===== src/rtl/if_fetch_pkg.sv =====
// Shared fetch-stage constants, slot bundle and helpers.
// Optional misalign checking is selected with `IF_MISALIGN_CHK_EN.
package if_fetch_pkg;

  localparam int XLEN = 32;

  localparam logic [XLEN-1:0] INST_NOP = 32'h0000_0013;
  localparam logic [XLEN-1:0] ZERO_WORD = '0;
  localparam logic [XLEN-1:0] RESET_PC_DEF = 32'h0000_0000;
  localparam logic [XLEN-1:0] PC_STEP = 32'd4;

  typedef struct packed {
    logic [XLEN-1:0] addr;
    logic [XLEN-1:0] data;
  } slot_t;

  function automatic logic [XLEN-1:0] word_align(
    input logic [XLEN-1:0] a
  );
    return {a[XLEN-1:2], 2'b00};
  endfunction

endpackage


===== src/rtl/if_fetch_queue.sv =====
// In-order fetch slot queue: allocate at grant, fill on response,
// pop toward decode. Pointers carry a wrap bit so no per-slot flags.
module if_fetch_queue
  import if_fetch_pkg::*;
#(
  parameter int DEPTH = 2,
  localparam int PW = $clog2(DEPTH),
  localparam int CW = PW + 1
) (
  input  logic            clk,
  input  logic            rst,
  input  logic            alloc_i,
  input  logic [XLEN-1:0] alloc_addr_i,
  input  logic            fill_i,
  input  logic [XLEN-1:0] fill_data_i,
  input  logic            pop_i,
  input  logic            flush_i,
  output logic [CW-1:0]   count_o,
  output logic [CW-1:0]   pending_o,
  output logic            head_valid_o,
  output logic [XLEN-1:0] head_addr_o,
  output logic [XLEN-1:0] head_data_o
);

  localparam logic [PW:0] ONE = 1;

  logic [PW:0] head_q, head_d;
  logic [PW:0] tail_q, tail_d;
  logic [PW:0] fill_q, fill_d;
  slot_t       slot_q [DEPTH];
  slot_t       slot_d [DEPTH];

  logic [PW-1:0] head_idx;
  logic [PW-1:0] tail_idx;
  logic [PW-1:0] fill_idx;

  assign head_idx = head_q[PW-1:0];
  assign tail_idx = tail_q[PW-1:0];
  assign fill_idx = fill_q[PW-1:0];

  // [head, fill) are filled words, [fill, tail) await data
  assign count_o      = tail_q - head_q;
  assign pending_o    = tail_q - fill_q;
  assign head_valid_o = (fill_q != head_q);
  assign head_addr_o  = slot_q[head_idx].addr;
  assign head_data_o  = slot_q[head_idx].data;

  always_comb begin
    head_d = head_q;
    tail_d = tail_q;
    fill_d = fill_q;
    slot_d = slot_q;
    if (flush_i) begin
      head_d = '0;
      tail_d = '0;
      fill_d = '0;
    end else begin
      if (alloc_i) begin
        slot_d[tail_idx].addr = alloc_addr_i;
        tail_d = tail_q + ONE;
      end
      if (fill_i && (pending_o != '0)) begin
        slot_d[fill_idx].data = fill_data_i;
        fill_d = fill_q + ONE;
      end
      if (pop_i && head_valid_o) begin
        head_d = head_q + ONE;
      end
    end
  end

  always_ff @(posedge clk) begin
    if (rst) begin
      head_q <= '0;
      tail_q <= '0;
      fill_q <= '0;
    end else begin
      head_q <= head_d;
      tail_q <= tail_d;
      fill_q <= fill_d;
    end
  end

  always_ff @(posedge clk) begin
    slot_q <= slot_d;
  end

endmodule


===== src/rtl/if_fetch.sv =====
// Instruction fetch: PC, imem issue, redirect discard, decode handoff.
// `IF_MISALIGN_CHK_EN adds fetch_err_o for misaligned redirects.
module if_fetch
  import if_fetch_pkg::*;
#(
  parameter logic [XLEN-1:0] RESET_PC = RESET_PC_DEF,
  parameter int              DEPTH    = 2
) (
  input  logic            clk,
  input  logic            rst,
  output logic            imem_req_o,
  output logic [XLEN-1:0] imem_addr_o,
  input  logic            imem_gnt_i,
  input  logic            imem_rvalid_i,
  input  logic [XLEN-1:0] imem_rdata_i,
  input  logic            jump_en_i,
  input  logic [XLEN-1:0] jump_addr_i,
  output logic            inst_valid_o,
  input  logic            inst_ready_i,
`ifdef IF_MISALIGN_CHK_EN
  output logic            fetch_err_o,
`endif
  output logic [XLEN-1:0] inst_o,
  output logic [XLEN-1:0] inst_addr_o
);

  localparam int CW = $clog2(DEPTH) + 1;
  localparam logic [CW-1:0] FULL = CW'(DEPTH);
  localparam logic [CW-1:0] ONE  = 1;

  logic [XLEN-1:0] pc_q, pc_d;
  logic [CW-1:0]   discard_q, discard_d;
  logic [CW-1:0]   disc_sum;
  logic [XLEN-1:0] jump_tgt;
  logic            issue_block;

  logic [CW-1:0]   count;
  logic [CW-1:0]   pending;
  logic            head_valid;
  logic [XLEN-1:0] head_addr;
  logic [XLEN-1:0] head_data;

  logic alloc;
  logic fill;
  logic pop;

`ifdef IF_MISALIGN_CHK_EN
  logic err_q, err_d;

  assign jump_tgt    = jump_addr_i;
  assign issue_block = err_q;
  assign fetch_err_o = err_q;

  always_comb begin
    err_d = err_q;
    if (jump_en_i) begin
      err_d = (jump_tgt[1:0] != 2'b00);
    end
  end

  always_ff @(posedge clk) begin
    if (rst) begin
      err_q <= 1'b0;
    end else begin
      err_q <= err_d;
    end
  end
`else
  assign jump_tgt    = word_align(jump_addr_i);
  assign issue_block = 1'b0;
`endif

  assign imem_req_o = !rst && !jump_en_i && !issue_block
                   && (count < FULL);
  assign imem_addr_o = word_align(pc_q);

  assign alloc = imem_req_o && imem_gnt_i;
  // words in a redirect cycle always belong to the old stream
  assign fill  = imem_rvalid_i && !jump_en_i
              && (discard_q == '0);

  assign inst_valid_o = head_valid && !jump_en_i && !rst;
  assign pop          = inst_valid_o && inst_ready_i;
  assign inst_o       = inst_valid_o ? head_data : INST_NOP;
  assign inst_addr_o  = inst_valid_o ? head_addr : ZERO_WORD;

  always_comb begin
    pc_d = pc_q;
    if (jump_en_i) begin
      pc_d = jump_tgt;
    end else if (alloc) begin
      pc_d = pc_q + PC_STEP;
    end
  end

  always_comb begin
    discard_d = discard_q;
    disc_sum  = discard_q + pending;
    if (jump_en_i) begin
      discard_d = (imem_rvalid_i && (disc_sum != '0))
                ? disc_sum - ONE : disc_sum;
    end else if (imem_rvalid_i && (discard_q != '0)) begin
      discard_d = discard_q - ONE;
    end
  end

  always_ff @(posedge clk) begin
    if (rst) begin
      pc_q      <= RESET_PC;
      discard_q <= '0;
    end else begin
      pc_q      <= pc_d;
      discard_q <= discard_d;
    end
  end

  if_fetch_queue #(
    .DEPTH (DEPTH)
  ) u_queue (
    .clk          (clk),
    .rst          (rst),
    .alloc_i      (alloc),
    .alloc_addr_i (imem_addr_o),
    .fill_i       (fill),
    .fill_data_i  (imem_rdata_i),
    .pop_i        (pop),
    .flush_i      (jump_en_i),
    .count_o      (count),
    .pending_o    (pending),
    .head_valid_o (head_valid),
    .head_addr_o  (head_addr),
    .head_data_o  (head_data)
  );

endmodule


===== config.mk =====
export PLATFORM = sky130hd
export DESIGN_NAME = if_fetch
export DESIGN_NICKNAME = d
export VERILOG_FILES = /design/src/rtl/if_fetch_pkg.sv /design/src/rtl/if_fetch_queue.sv /design/src/rtl/if_fetch.sv
export SDC_FILE = /design/constraint.sdc
export NUM_CORES = 1
export LEC_CHECK = 0
export ABC_AREA = 1
export ABC_CLOCK_PERIOD_IN_PS = 3000
export BUFFER_PORTS_ARGS = -buffer_cell sky130_fd_sc_hd__clkbuf_2
export CAP_MARGIN = 25
export CELL_PAD_IN_SITES_DETAIL_PLACEMENT = 1
export CELL_PAD_IN_SITES_GLOBAL_PLACEMENT = 1
export CORE_MARGIN = 4
export CORE_UTILIZATION = 37
export DETAILED_ROUTE_END_ITERATION = 8
export PLACE_DENSITY_LB_ADDON = 0.1
export SYNTH_ARGS = -nofsm -noshare
export SYNTH_HDL_FRONTEND = slang
export SYNTH_SLANG_ARGS = --single-unit

===== constraint.sdc =====
create_clock -name clk -period 3 [get_ports clk]
set_input_delay 0.3 -clock clk [delete_from_list [all_inputs] [get_ports clk]]
set_output_delay 0.3 -clock clk [all_outputs]
set_load 0.02 [all_outputs]

==> results.md, run 1 <==
* Status: complete, no violations
* Die Area at 0.02487 mm^2
* Layout fillers at 2597
* First-pass GRT wire length at 36990 um
* Critical Path Start: u_queue.fill_q[0]$_SDFFE_PP0P_
* Post-CTS Resized at 0
* Root Buffer Master: clkbuf_16
* All-Layer GR Usage at 19.08%
* CP Buf/Inv Count at 3
* FMAX at 387.8 MHz
* GP Congestion at 0.7991
* Top sig layer: met4
* Initial antenna violation count at 0
* Routed wl met3 at 905 um
* TritonRoute pass-1 iters at 4
* Final cycle utilization of the critical path at 85.97%
* TritonCTS clock tree: built
* Net count reported at finish at 1167
* CP cell instances: buf_4, xnor2_1, nand2_1, nand2_2, buf_4, a21oi_1, clkbuf_2
* CTS clk-pin slew, worst paths at 70 ps
* DRT antenna net count at 0
* Largest net degree at the start of global routing at 56
* Routed WL per cell at 16.74 um
* IO Pins at 168
* Mapped Area at 0.008292 mm^2
* HPWL Detailed at 16420 um
* Avg Inst Size Synth at 8.821 um^2
* Clock sinks at 162
* Hold_ws at 168.6 ps
* Prevailing post-synth register cell: edfxtp_1
* WS Path Type: flip-flop to output port
* Wl on met1 at 10690 um
* Syn. warnings at 0
* Worst EP required at 2700 ps
* Sequential-to-total area share from yosys stat at 54.08%
* Max-Cap Viols at 0
* R2R setup slack at 610 ps
* Via count at 6642
* Detailed Route Iter0 Violations at 315
* PD cells at 503.6 mW/mm^2
* Library cells used by synthesis at 37
* Reg2Reg Depth at 13
* Post-route DRC at 0
* Post-Syn Instances at 940
* Multi-input gate area at 0.003214 mm^2
* Worst-Skew Late Latency at 420 ps
* Critical path capture point type: output port
* Met2 WL at 11450 um
* Fin Setup TNS at 0 ps
* CP max stage cell: buf_4
* Worst flop-to-flop path startpoint: u_queue.tail_q[0]$_SDFFE_PP0P_
* Synth-to-Final Area Change at 19.83%
* EDFF count, synth at 124
* Vias in the first global route at 6912
* Hold WC Path Type: primary input to flip-flop
* CP endpoint: inst_o[3]
* Maximum buffer depth of the clock tree at 2
* Vias per cell at 4.796
* WP depth at 7
* Number of buffers added on ports at 161
* Die Ht at 157.7 um
* Die X-Extent at 157.7 um
* Unrepaired setup endpoints after global routing: no
* CTS Hold Bufs at 0
* Cell Rows at 54
* N_diodes at 0
* Hold Fails Final Rpt at 0
* Max-Slew Margin vs Limit at 57.22%
* Static Leak at 0.004115 uW
* Min cycle time layout at 2579 ps
* Post-synth ARST share at 0%
* Max Clock Skew at 11.46 ps
* Crit path largest cell delay at 510 ps
* Worst-Margin Slew at 641.7 ps
* Placed Cells incl. Taps at 1353
* R2R Path End: discard_q[0]$_SDFFE_PP0P_
* Synth Register Bits at 162
* # H-tree levels at 4
* TritonCTS buffer count at 17
* Cell mode on critical path: buf_4
* Core region area at 0.02196 mm^2
* Layout cells sized above 1 at 27.24%
* Starting Density at 37.76%
* Setup repair bufs after CTS at 0
* Storage element area at 0.004487 mm^2
* Max VDD drop at 0.3437 mV
* Crit path max-delay family: buffers and inverters
* Total grt overflow at 0
* Tot Pwr at 5004 uW
* Final Max Tran Viols at 0
* Setup violators final at 0
* Routed WL at 23190 um
* Final std cells w/o fill at 1385
* Startpoint type of the worst setup path: flip-flop
* Critical path arrival at 2280 ps
* Crit Path Max Fanout at 37
* Final core occ at 45.25%
[how the worst min path moves through the flow]
stage                                        start                        endpoint  slack (ps)  cells after the start
global placement    u_queue.tail_q[1]$_SDFFE_PP0P_  u_queue.tail_q[1]$_SDFFE_PP0P_         510                      2
detailed placement  u_queue.tail_q[1]$_SDFFE_PP0P_  u_queue.tail_q[1]$_SDFFE_PP0P_         510                      2
global route                       jump_addr_i[12]           pc_q[12]$_SDFFE_PP0P_         190                      5
finish                             jump_addr_i[12]           pc_q[12]$_SDFFE_PP0P_         170                      5
CTS                                jump_addr_i[12]           pc_q[12]$_SDFFE_PP0P_         150                      5
floorplan                                      rst           pc_q[30]$_SDFFE_PP0P_         370                      1
[state kept, by name, indices dropped and copies added (netlist names)]
name / flops
u_queue.slot_q: 124
u_queue.head_q: 2
u_queue.tail_q: 2
discard_q: 2
pc_q: 30
u_queue.fill_q: 2
[final cells by class]
| type | instances | area share, % |
|---|---|---|
| sequential | 162 | 45.16 |
| multi-input combinational | 642 | 32.35 |
| timing repair buffer | 179 | 9.722 |
| clock buffer | 18 | 4.319 |
| tap | 280 | 3.526 |
| inverter | 90 | 3.413 |
| clock inverter | 14 | 1.511 |
[per-stage QoR]
stage / setup WS (ps) / area (um^2)
6_report: 421.0 / 9936
5_1_grt: 225.6 / 9936
4_1_cts: 355.8 / 9936
3_5_place_dp: 655.5 / 9356
3_3_place_gp: 709.8 / 9356
2_1_floorplan: 88.38 / 8303
[routing by layer]
layer | vias to the layer above | global-route usage (%)
met1 | 3150 | 25.82
li1 | 3342 | -
met3 | 11 | 2.898
met2 | 139 | 32.21
met5 | - | 0
met4 | 0 | 4.916
[synth_stat cells, types with 6 or more instances]
| cell | n | area [um^2] |
|---|---|---|
| xor2_1 | 9 | 78.83 |
| dfxtp_1 | 38 | 760.7 |
| a21oi_1 | 88 | 440.4 |
| o21ai_0 | 11 | 55.05 |
| nand3b_1 | 11 | 82.58 |
| nand3_1 | 41 | 205.2 |
| buf_6 | 7 | 78.83 |
| buf_2 | 7 | 35.03 |
| xnor2_1 | 6 | 52.55 |
| edfxtp_1 | 124 | 3724 |
| buf_4 | 8 | 60.06 |
| nor2_2 | 27 | 168.9 |
| nand2_2 | 8 | 50.05 |
| nor2_4 | 7 | 78.83 |
| nor3_2 | 29 | 290.3 |
| inv_1 | 85 | 319.1 |
| nand2_1 | 310 | 1164 |
| clkbuf_1 | 23 | 86.33 |
| nor2_1 | 58 | 217.7 |
[layout by cell type (no fill, tap or decap), types with 5 or more instances in the layout]
| cell type | netlist | routed |
|---|---|---|
| ha_1 | 5 | 5 |
| nor2_4 | 7 | 7 |
| inv_6 | 0 | 6 |
| inv_1 | 85 | 85 |
| clkbuf_16 | 0 | 17 |
| o21ai_0 | 11 | 11 |
| nor3_2 | 29 | 29 |
| nand3b_1 | 11 | 11 |
| nand2_2 | 8 | 9 |
| dfxtp_1 | 38 | 36 |
| a21oi_1 | 88 | 88 |
| nor2_1 | 58 | 55 |
| clkbuf_2 | 0 | 161 |
| xor2_1 | 9 | 9 |
| buf_4 | 8 | 16 |
| nor2_2 | 27 | 30 |
| nand3_1 | 41 | 41 |
| nor3_1 | 5 | 5 |
| edfxtp_1 | 124 | 124 |
| xnor2_1 | 6 | 6 |
| nand2_1 | 310 | 309 |
[kinds of logic after synthesis]
| logic type | after synthesis | share of synthesized area, % |
|---|---|---|
| other cells | 1 | 0.04523 |
| xor+xnor | 15 | 1.584 |
| buf+inv | 139 | 7.409 |
| flops | 162 | 54.08 |
| compound gates | 109 | 6.851 |
| simple gates | 509 | 29.27 |
| fa+ha+maj | 5 | 0.7545 |
[power by group]
group	switching [uW]	internal, uW	total (uW)
clock network	921	1240	2160
registers	76.2	2440	2520
logic	207	121	328
[tightest hold or removal path: stages]
cell and delay (ps):
clkbuf_2 80, nand2_1 40, nand2_1 60, o21ai_1 50, inv_1 40
(Power assumes the default switching activity.)
==> run 2: changes to the inputs <==
CORE_ASPECT_RATIO = 0.9   (was default)
CORE_MARGIN = 8   (was 4)
==> run 2 against run 1 <==
  * Sequential cell count did not move
  * Wire length rose by 6.3%
  * Power increased by 0.22%
  * Largest power group unchanged
==> results.md, run 2 (synthesized netlist as in run 1, its figures left out) <==
* Largest net degree at the start of global routing at 59 (+5.4%)
* CP endpoint: inst_o[9]
* DP Worst Slack at 587.9 ps (-67.62 ps)
* Most common cell after layout, fill and taps aside: nand2_1
* CP max stage cell: inv_2
* Static Leak at 0.004126 uW (+0.27%)
* Die Area at 0.02746 mm^2 (+10%)
* Total grt overflow at 0 (unchanged)
* Critical path arrival at 2180 ps (-100 ps)
* Final worst setup slack at 520.8 ps (+99.78 ps)
* Max-Slew Margin vs Limit at 48.47% (-8.8 points)
* Vias in the first global route at 7037 (+1.8%)
* Most frequent cells in the layout: nand2_1 (309), clkbuf_2 (161), edfxtp_1 (124), a21oi_1 (88), inv_1 (85)
* Status: complete, no violations
* Min cycle time layout at 2479 ps (-99.78 ps)
* Number of buffers added on ports at 161 (unchanged)
* Synth-to-Final Area Change at 20.24%
* HPWL Detailed at 17500 um (+6.6%)
* Crit Path Max Fanout at 39 (+5.4%)
* Reg2Reg Depth at 13 (unchanged)
* Max Clock Skew at 12.68 ps (+1.218 ps)
* Crit path largest cell delay at 580 ps (+70 ps)
* FMAX at 403.4 MHz (+4.0%)
* First-pass GRT wire length at 39160 um (+5.9%)
* Routed WL per cell at 17.59 um (+5.1%)
* CP Buf/Inv Count at 3 (unchanged)
* Core region area at 0.02225 mm^2 (+1.3%)
* Die X-Extent at 173.8 um (+10%)
* # H-tree levels at 4 (unchanged)
* CTS clk-pin slew, worst paths at 80 ps (about the same)
* Crit path max-delay family: buffers and inverters
* Clock sinks at 162 (unchanged)
* Biggest regs: u_queue.slot_q x124, pc_q x30
* Via count at 6767 (+1.9%)
* Root Buffer Master: clkbuf_16
* Hold Fails Final Rpt at 0 (unchanged)
* PD cells at 503.0 mW/mm^2 (-0.12%)
* Final std cells w/o fill at 1402 (+1.2%)
* Initial antenna violation count at 0 (unchanged)
* Unrepaired setup endpoints after global routing: no
* Detailed Route Iter0 Violations at 357 (+13%)
* Layout cells sized above 1 at 27.42% (+0.18 points)
* Placed Cells incl. Taps at 1370 (+1.3%)
* Fin Setup TNS at 0 ps (unchanged)
* Critical Path Start: u_queue.head_q[0]$_SDFFE_PP0P_
* Hold Path Depth at 5 (unchanged)
* Post-route DRC at 0 (unchanged)
* Hold_ws at 153.7 ps (-14.95 ps)
* Vias per cell at 4.827 (+0.65%)
* Hold_sp: jump_addr_i[12]
* Setup repair bufs after CTS at 0 (unchanged)
* IO Pins at 168 (unchanged)
* N_diodes at 0 (unchanged)
* Worst flop-to-flop path startpoint: u_queue.tail_q[0]$_SDFFE_PP0P_
* Setup violators final at 0 (unchanged)
* Post-CTS Resized at 0 (unchanged)
* Cell Rows at 52 (-3.7%)
* Top reg by flops: u_queue.slot_q
* Max VDD drop at 0.3261 mV (-5.1%)
* WS Path Type: flip-flop to output port
* Worst-Skew Late Latency at 430 ps (about the same)
* DRT antenna net count at 0 (unchanged)
* Final cycle utilization of the critical path at 82.64% (-3.3 points)
* Final Max Tran Viols at 0 (unchanged)
* Die Ht at 158.0 um (+0.20%)
* TritonCTS clock tree: built
* GP Congestion at 0.7646 (-4.3%)
* Critical path capture point type: output port
* Worst EP required at 2700 ps (about the same)
* CP cell instances: inv_2, buf_12, nand2_1, a21oi_1, clkbuf_2
* WP depth at 5 (-2)
* Startpoint type of the worst setup path: flip-flop
* Number of flip-flops in the largest register at 124 (unchanged)
* TritonRoute pass-1 iters at 5 (+1)
* R2R setup slack at 600 ps (about the same)
* Maximum buffer depth of the clock tree at 2 (unchanged)
* CTS Hold Bufs at 0 (unchanged)
* TritonCTS buffer count at 17 (unchanged)
* Worst-Margin Slew at 771.8 ps (+130.2 ps)
* Hold WC Path Type: primary input to flip-flop
* Routed WL at 24660 um (+6.3%)
* Net count reported at finish at 1167 (unchanged)
* Starting Density at 37.26% (-0.50 points)
* R2R Path End: discard_q[0]$_SDFFE_PP0P_
* Max-Cap Viols at 0 (unchanged)
* All-Layer GR Usage at 18.20% (-0.88 points)
[run 2: cell types whose count changed in the layout (fill, tap and decap cells not counted)]
cell	change
bufinv_16	-2
clkinv_1	-2
clkinv_2	-1
clkinv_4	+2
clkinv_8	+4
clkinvlp_4	-1
inv_6	-4
inv_8	+4
[run 2: power by group]
| part | switching (uW) | internal [uW] | total (uW) |
|---|---|---|---|
| logic | 218 | 123 | 341 |
| registers | 74.1 | 2440 | 2510 |
| clock network | 1040 | 1120 | 2160 |
| total | 1330 | 3680 | 5020 |
[run 2: final cells by class]
class | instances | area [um^2]
repair buffers | 179 | 965.9
flip-flops and latches | 162 | 4487
clock buffers | 18 | 429.2
clock inverters | 14 | 162.7
well taps | 297 | 371.6
inverters | 90 | 339.1
multi-input cells | 642 | 3214
fillers | 2683 | 12280
[run 2: worst min-delay path, delay by kind of cell]
kind | cells | cell delay, ps
buffers and inverters | 2 | 110
AO/OA/AOI/OAI | 1 | 50
AND/OR/NAND/NOR | 2 | 90
[run 2: worst min path at each step]
stage	slack, ps	end
after global routing	170	pc_q[12]$_SDFFE_PP0P_
after floorplan	370	pc_q[30]$_SDFFE_PP0P_
after CTS	140	pc_q[12]$_SDFFE_PP0P_
final	150	pc_q[12]$_SDFFE_PP0P_
after detailed placement	520	u_queue.tail_q[1]$_SDFFE_PP0P_
after global placement	520	u_queue.tail_q[1]$_SDFFE_PP0P_
[run 2: per-layer routing]
layer	routed length (um)	global-route usage (%)	vias up
met5	0	0	-
met4	171	3.985	0
met3	1277	4.053	10
met2	11070	28.45	142
met1	12140	25.44	3259
li1	-	-	3356
[run 2: stage by stage]
stage | cell area [um^2] | power (uW) | util, %
5_1_grt | 9970 | 5198 | 44.80
2_1_floorplan | 8303 | 2751 | -
3_3_place_gp | 9378 | 2899 | 42.14
6_report | 9970 | 5015 | 44.80
4_1_cts | 9970 | 5059 | 44.80
3_5_place_dp | 9378 | 2910 | 42.14
==> run 3: changes to the inputs <==
ABC_CLOCK_PERIOD_IN_PS = 2400   (was 3000)
CORE_UTILIZATION = 41   (was 37)
clock period = 2.4 ns   (was 3 ns; I/O delays follow)
==> run 3 against run 2 <==
  * Combinational power up 28%
  * Final cell count fell by 2.4%
  * Worst setup slack worse by 370 ps
  * Sequential cell count did not move
  * Sequential share of layout area decreased by 0.56 points
==> results.md, run 3 (synthesized netlist as in run 1, its figures left out) <==
* N_diodes at 0 (unchanged)
* Max VDD drop at 0.4408 mV (+35%)
* Worst-Skew Late Latency at 430 ps (about the same)
* FMAX at 443.6 MHz
* Critical path arrival at 2010 ps (-170 ps)
* Max Clock Skew at 10.90 ps (-1.785 ps)
* Vias per cell at 4.985 (+3.3%)
* Crit Path Max Fanout at 34 (-13%)
* Number of buffers added on ports at 161 (unchanged)
* Starting Density at 41.61% (+4.3 points)
* Routed WL per cell at 17.74 um (+0.85%)
* Fin Setup TNS at 0 ps (unchanged)
* IO Pins at 168 (unchanged)
* TritonCTS buffer count at 17 (unchanged)
* WS Path Type: flip-flop to output port
* Hold_ws at 101.7 ps (-51.97 ps)
* Most frequent cells in the layout: nand2_1 (309), clkbuf_2 (161), edfxtp_1 (124), a21oi_1 (88), inv_1 (84)
* CTS Hold Bufs at 0 (unchanged)
* Placed Cells incl. Taps at 1336 (-2.5%)
* Layout fillers at 2397 (-11%)
* Routed WL at 24270 um (-1.6%)
* HPWL Detailed at 17300 um (-1.2%)
* Worst EP required at 2160 ps (-540 ps)
* R2R setup slack at 200 ps (-400 ps)
* Detailed Route Iter0 Violations at 316 (-11%)
* Min cycle time layout at 2254 ps
* # H-tree levels at 4 (unchanged)
* Hold_sp: jump_addr_i[12]
* Post-route DRC at 0 (unchanged)
* Max-Cap Viols at 0 (unchanged)
* Startpoint type of the worst setup path: flip-flop
* PD cells at 618.1 mW/mm^2 (+23%)
* Largest net degree at the start of global routing at 60 (+1.7%)
* Reg2Reg Depth at 13 (unchanged)
* Root Buffer Master: clkbuf_16
* Final std cells w/o fill at 1368 (-2.4%)
* TritonCTS clock tree: built
* Final worst setup slack at 145.9 ps (-374.9 ps)
* Critical Path Start: u_queue.head_q[0]$_SDFFE_PP0P_
* Setup repair bufs after CTS at 0 (unchanged)
* Most common cell after layout, fill and taps aside: nand2_1
* Hold Fails Final Rpt at 0 (unchanged)
* Unrepaired setup endpoints after global routing: no
* Hold Path Depth at 5 (unchanged)
* Net count reported at finish at 1175 (+0.69%)
* Worst flop-to-flop path startpoint: u_queue.tail_q[0]$_SDFFE_PP0P_
* Die Ht at 150.9 um (-4.5%)
* Static Leak at 0.004206 uW (+1.9%)
* Hold WC Path Type: primary input to flip-flop
* Critical path capture point type: output port
* Vias in the first global route at 7053 (+0.23%)
* Layout cells sized above 1 at 28.39% (+0.97 points)
* Via count at 6819 (+0.77%)
* Initial antenna violation count at 0 (unchanged)
* TritonRoute pass-1 iters at 4 (-1)
* GP Congestion at 0.8125 (+6.3%)
* Final cycle utilization of the critical path at 93.92%
* DP Worst Slack at 16.32 ps (-571.6 ps)
* Biggest regs: u_queue.slot_q x124, pc_q x30
* Die Area at 0.02504 mm^2 (-8.8%)
* Core region area at 0.01993 mm^2 (-10%)
* Max-Slew Margin vs Limit at 58.52% (+10 points)
* Final Max Tran Viols at 0 (unchanged)
* Number of flip-flops in the largest register at 124 (unchanged)
* First-pass GRT wire length at 38630 um (-1.3%)
* Die X-Extent at 165.9 um (-4.5%)
* Total grt overflow at 0 (unchanged)
* Top reg by flops: u_queue.slot_q
* Synth-to-Final Area Change at 21.77%
* DRT antenna net count at 0 (unchanged)
* All-Layer GR Usage at 19.76% (+1.6 points)
* Cell Rows at 49 (-5.8%)
* Maximum buffer depth of the clock tree at 2 (unchanged)
* CTS clk-pin slew, worst paths at 70 ps (about the same)
* Status: complete, no violations
* Tot Pwr at 6241 uW (+24%)
* Worst-Margin Slew at 622.2 ps (-149.6 ps)
* Setup violators final at 0 (unchanged)
* Clock sinks at 162 (unchanged)
run 3: area by class of cell:
| cell class | count | area, um^2 | area share, % |
|---|---|---|---|
| Inverter | 90 | 341.6 | 3.383 |
| Sequential cell | 162 | 4488 | 44.45 |
| Clock buffer | 17 | 425.4 | 4.213 |
| Multi-Input combinational cell | 642 | 3239 | 32.08 |
| Timing Repair Buffer | 187 | 1126 | 11.15 |
| Clock inverter | 15 | 157.7 | 1.561 |
| Tap cell | 255 | 319.1 | 3.160 |
run 3: critical path: stages (launching register included):
cell and delay (ps):
dfxtp_2 460, xnor2_1 150, nand2_1 80, nand2_2 160, buf_12 240, inv_1 140, nand3_1 140, clkbuf_2 190
run 3: worst paths after layout:
path,endpoint
max reg2reg,discard_q[0]$_SDFFE_PP0P_
min,pc_q[12]$_SDFFE_PP0P_
min reg2reg,u_queue.tail_q[0]$_SDFFE_PP0P_
max,inst_o[0]
run 3: stage by stage:
stage,utilization (%),cell area (um^2)
4_1_cts,50.62,10090
2_1_floorplan,-,8310
6_report,50.68,10100
5_1_grt,50.68,10100
3_5_place_dp,47.63,9490
3_3_place_gp,47.63,9490
run 3: power breakdown:
part | total (uW) | switching [uW] | internal [uW]
sequential | 3140 | 93.1 | 3050
combinational | 436 | 275 | 160
clock | 2660 | 1260 | 1400
run 3: repair_timing:
action / in CTS / in global routing
pin swaps: 0 / 0
endpoints found under the setup margin: 1 / 12
gates resized for setup: 1 / 7
run 3: metal layers:
| layer | vias to the layer above | part of all wire (%) | global-route usage (%) |
|---|---|---|---|
| li1 | 3373 | - | - |
| met1 | 3270 | 46 | 26.70 |
| met2 | 167 | 47 | 31.79 |
| met3 | 9 | 7.1 | 5.185 |
| met4 | 0 | 0.63 | 3.813 |
| met5 | - | 0 | 0 |
